<file path="config.mk">
export PLATFORM = sky130hd
export DESIGN_NAME = clz_seq_ctrl
export DESIGN_NICKNAME = d
export VERILOG_FILES = /design/src/rtl/clz_seq_ctrl.sv
export SDC_FILE = /design/constraint.sdc
export NUM_CORES = 1
export LEC_CHECK = 0
export CORE_MARGIN = 5
export CORE_UTILIZATION = 52
export DETAILED_ROUTE_END_ITERATION = 7
export PLACE_DENSITY = 0.86
export SLEW_MARGIN = 15
export SYNTH_ARGS = -nofsm -noshare
export SYNTH_HDL_FRONTEND = slang
export SYNTH_SLANG_ARGS = --single-unit
</file>
<file path="constraint.sdc">
create_clock -name clk -period 3.1 [get_ports clk]
set_input_delay 0.465 -clock clk [delete_from_list [all_inputs] [get_ports clk]]
set_output_delay 0.465 -clock clk [all_outputs]
set_load 0.03 [all_outputs]
</file>
<file path="src/rtl/clz_seq_ctrl.sv">
// Multi-cycle CLZ/CLO sequencer: scans the operand SLICE_W bits per clock from the MSB
// down, stopping at the first set bit, and reports the count through start/busy/done.
module clz_seq_ctrl #(
   parameter int SLICE_W = 4
) (
   input  logic        clk,
   input  logic        rst_n,
   input  logic        start,
   input  logic        op_clo,
   input  logic [31:0] src,
   input  logic        cancel,
   output logic        busy,
   output logic        done,
   output logic [31:0] result
);

   typedef enum logic [1:0] {StIdle, StScan, StDone} state_e;

   state_e             state_q;
   logic [31:0]        sr_q;
   logic [5:0]         cnt_q;
   logic               done_q;
   logic [31:0]        result_q;

   logic [SLICE_W-1:0] top;
   logic [5:0]         idx;
   logic               last;

   assign top  = sr_q[31 -: SLICE_W];
   // Final slice: nothing below it, so an all-zero slice means a full count of 32.
   assign last = (cnt_q == 6'(32 - SLICE_W));

   // Position of the most significant set bit in the slice, counted from its MSB.
   always_comb begin
      idx = '0;
      for (int i = 0; i < SLICE_W; i++) begin
         if (top[i]) idx = 6'(SLICE_W - 1 - i);
      end
   end

   always_ff @(posedge clk) begin
      if (!rst_n) begin
         state_q  <= StIdle;
         sr_q     <= '0;
         cnt_q    <= '0;
         done_q   <= 1'b0;
         result_q <= '0;
      end else begin
         done_q <= 1'b0;
         if (cancel) begin
            state_q <= StIdle;
         end else begin
            unique case (state_q)
               StIdle, StDone: begin
                  if (start) begin
                     sr_q    <= op_clo ? ~src : src;
                     cnt_q   <= '0;
                     state_q <= StScan;
                  end else begin
                     state_q <= StIdle;
                  end
               end
               StScan: begin
                  if (top != '0) begin
                     result_q <= {26'd0, cnt_q + idx};
                     done_q   <= 1'b1;
                     state_q  <= StDone;
                  end else if (last) begin
                     result_q <= 32'd32;
                     done_q   <= 1'b1;
                     state_q  <= StDone;
                  end else begin
                     cnt_q <= cnt_q + 6'(SLICE_W);
                     sr_q  <= sr_q << SLICE_W;
                  end
               end
               default: state_q <= StIdle;
            endcase
         end
      end
   end

   assign busy   = (state_q == StScan);
   assign done   = done_q;
   assign result = result_q;

endmodule

</file>
Word-level counts from Yosys, hierarchy flattened
Index checks and enable logic that the tools add are counted.

word-level totals
  flip-flop bits (word level) = 73
  bits of input ports = 37
  output and inout bits = 34
  word-level logic and storage cells = 48

operators by class
  add/sub/neg operators = 2
  equal/unequal tests = 7
  multiplexer cells = 21
  bitwise logic cells = 4
  reduce and logical (&&, ||, !) cells = 9

operators by type and width
  cell                   count
  $mux W32               6
  $pmux W32 S2           1
  $not A32 Y32           1
  $mux W6                5
  $pmux W6 S2            1
  $mux W2                4
  $add A6 B3 Y6 const B  1
  $add A6 B6 Y6          1
  $eq A6 B5 Y1 const B   1
  $ne A2 B2 Y1 const B   3
  $reduce_and A5 Y1      1
  $pmux W2 S2            1
  $reduce_bool A2 Y1     2
  $reduce_bool A4 Y1     1
  $reduce_or A2 Y1       2
  $mux W1                3
  $ne A3 B1 Y1 const B   1
  $not A1 Y1             3
  $reduce_and A3 Y1      1
  $reduce_or A3 Y1       1
  $eq A2 B1 Y1 const B   1
  $eq A2 B2 Y1 const B   1
  $logic_not A2 Y1       1

Logic depth before layout (Yosys ltp)
  depth after elaboration = 6
  gate-level depth with buffers = 7

Worst setup path after synthesis
OpenSTA, ideal clock, no wires.

  kind = register to register
  start point = register cnt_q[2]
  end point = register result_q[0] (netlist: result[0])
  library setup time = 0.071 ns
  data arrival time = 1.590 ns
  setup slack = 1.440 ns
  cell stages (with the launch flop) = 7
  buffers on the path = 1
  cell sequence = dfxtp_1 ha_1 nand3b_2 a211o_1 buf_2 or3_1 a21oi_1

on the way
  longest elaborated chain between the ends = 3

RTL lines
  what                                 RTL line  RTL
  start, declared                      21        logic [5:0] cnt_q;
  start signal, assigned               73        cnt_q <= cnt_q + 6'(SLICE_W);
  $eq A6 B5 Y1                         31        assign last = (cnt_q == 6'(32 - SLICE_W));
  $reduce_bool A2 Y1 (no source line)  --
  $reduce_and A3 Y1 (no source line)   --
  end signal, assigned                 65        result_q <= {26'd0, cnt_q + idx};
  end, declared                        23        logic [31:0] result_q;

No other way between the ends.
A chain may end at the register's enable or synchronous reset.

Worst setup path in the final report
  start point = register state_q[1]
  end point = output busy

on the way
  longest elaborated chain between the ends = 1

RTL lines
  what                    RTL line  RTL
  start, declared         19        state_e state_q;
  start signal, assigned  43        state_q <= StIdle;
  start signal, assigned  51        state_q <= StIdle;
  start signal, assigned  58        state_q <= StScan;
  $eq A2 B1 Y1            83        assign busy = (state_q == StScan);
  end, declared           12        output logic busy,

No other way between the ends.

==> key figures <==
Floorplanning
  • Boundary Pins: ~70
  • FP Rows: 25
  • Initial Util: roughly 53%
  • Die width: approximately 79 um
  • Die height: between 70 and 80 um
  • Area of the die: 6297 sq um
  • Core area: ~4700 sq um

Worst setup path
  • Worst path arrival time: 1620 ps
  • Crit. End Element: output port
  • Crit start category: flop
  • Critical Path RT: 2630 ps
  • Critical path type: flop to output port
  • Critical path fanouts, max: 3
  • Crit Reg-Reg Startpoint: state_q[1]
  • FF-to-FF setup slack: 1270 ps
  • Crit path launch: state_q[1]

Timing
  • Max Slew Vio Count: 0
  • Final Hold Viols: 0
  • Fmax: 479.8 MHz
  • Unrepaired setup endpoints after global routing: false
  • Fin crit share: between 60% and 70%
  • Min Tclk post-route: 2084 ps
  • Slew HR: 42.82%
  • Setup TNS: 0 ps
  • Setup violators final: 0
  • Clock skew: 9.863 ps
  • Slew @ Worst Pin: 857.7 ps

GRT
  • Pin count of the biggest net entering global routing: 71
  • Vias in the first global route: 1811
  • Initial antenna violation count: 0
  • All-Layer GR Usage: 15.56%
  • Grt ovf: 0
  • First-pass GRT wire length: approximately 8000 um

Hold path
  • Worst hold path class: flop to flop
  • Worst Hold Launch: result[3]

Cells and area
  • Layout cells sized above 1: 5.090%
  • # diodes: 0
  • Fin util: 62.61%
  • Synth-to-Final Area Change: 17.46%
  • Layout net count: 373

Yosys
  • Top FF cell, synth: dfxtp_1
  • Syn. warnings: 0
  • Synth cell types: 32
  • Post-Synthesis Cells: 303
  • Register bit total from synthesis: 45
  • Synth top area cells: dfxtp_1, xnor2_1, a211o_1
  • Post-synth EDFFs: 0
  • Post-synthesis sequential area ratio: 36.02%
  • Asr flop ratio synth: 0%
  • Share of the synthesized area in the top cell type: 36.02%
  • Avg Cell Area, Syn: around 8.3 sq um
  • Synthesized area: 2501 sq um
  • Synth cell count leaders: dfxtp_1, nor2_1, nand2_1
  • Yosys top cell by area: dfxtp_1
  • Most frequent cell after synthesis: dfxtp_1

Run
  • Max cap viols: 0

Routing
  • Routed wire length: 4757 um
  • 1st-iter DRT viols: about 130
  • Drt pass-1 iters: 4
  • Average wire per standard cell: 12.26 um
  • DR vias/cell: 5.227
  • Routed via count: 2028
  • Remaining DRCs: 0
  • Antenna viol nets, final: 0

Placed design
  • RD Place Congestion: 0.8144
  • Hpwl dp: 3254 um
  • PortBufs: 44

Clocking
  • CTS buffer count: 5
  • Worst-Skew Late Latency: ~300 ps
  • H-tree Lvls: 2
  • Cts repair resizes: 0
  • Reg clk slew, reported paths: 80 ps
  • Setup bufs post-CTS: 0
  • Max clock buf depth: 2
  • CTS sink cnt: 45
  • CTS tree: built
  • Clock root buffer: clkbuf_8
  • Cts hold-fix bufs: 0

Run status
  • Status: complete, no violations

Power and ir drop
  • PwrDens: 463.8 nW/um^2
  • Leakage power: 1.145 nW
  • Peak VDD IR: 303.6 uV
## flip-flops by register name (all words and copies together) (netlist names)
register  flops
cnt_q         4
done          1
result        6
sr_q         32
state_q       2
## per-stage QoR
stage | hold WS (ps) | cell area, sq um | cells | worst slack, ps | power, mW
floorplan | 432.2 | 2599 | 329 | 1440 | 0.8781
global placement | 437.5 | 2823 | 380 | 1025 | 0.9244
detailed placement | 445.2 | 2823 | 380 | 956.4 | 0.9307
CTS | 455.9 | 2938 | 388 | 1014 | 1.377
global route | 477.2 | 2938 | 388 | 970.4 | 1.435
finish | 454.3 | 2938 | 388 | 1016 | 1.363
## final timing paths
kind	end	cells after the start
worst max register to register	result[0]	5
worst min register to register	result[3]	2
worst min-delay path	result[3]	2
worst max-delay path	busy	3
## worst max-delay path: stages (launching register included)
cell	delay (ps)
dfxtp_1	330
nand2b_2	180
inv_1	120
clkdlybuf4s50_1	690
## placed cells by master (no fill, tap or decap), types with 2 or more instances in the layout
| cell type | count |
|---|---|
| o21ai_0 | 3 |
| a21oi_1 | 33 |
| xnor2_1 | 33 |
| o211ai_1 | 2 |
| nand2_1 | 35 |
| inv_1 | 2 |
| clkdlybuf4s50_1 | 43 |
| nor2_1 | 36 |
| conb_1 | 27 |
| ha_1 | 3 |
| o31ai_1 | 5 |
| nand3_1 | 10 |
| clkbuf_8 | 5 |
| dfxtp_1 | 45 |
| a22oi_1 | 2 |
| nor3_1 | 2 |
| a211o_1 | 29 |
## power breakdown
part	total (mW)	internal (mW)	switching (mW)	leakage (nW)
sequential	0.632	0.611	0.0215	0.367
combinational	0.286	0.123	0.163	0.724
clock	0.445	0.241	0.203	0.0543
## metal layers
metal	up-vias	GRT usage [%]	wire length, um	share of wire, %
li1	1032	-	-	-
met1	920	19.83	2071	44
met2	67	25.67	2266	48
met4	0	5.155	74	1.6
met5	-	0	0	0
met3	9	3.855	344	7.2
## final cells by class
type | count | area [sq um]
Inverter | 3 | 11.26
Timing Repair Buffer | 46 | 462.9
Clock buffer | 5 | 68.82
Multi-Input combinational cell | 232 | 1380
Sequential cell | 45 | 900.9
Tap cell | 54 | 67.56
Fill cell | 395 | 1754
Clock inverter | 3 | 46.29
## cell families after synthesis
kind of cell	Yosys count	share of synthesized area, %
compound gates	76	21.21
other cells	1	0.1499
flops	45	36.02
xor+xnor	34	11.91
fa+ha+maj	3	1.501
simple gates	92	16.41
buf+inv	52	12.81
No activity file was read; power rests on OpenSTA's default activity.
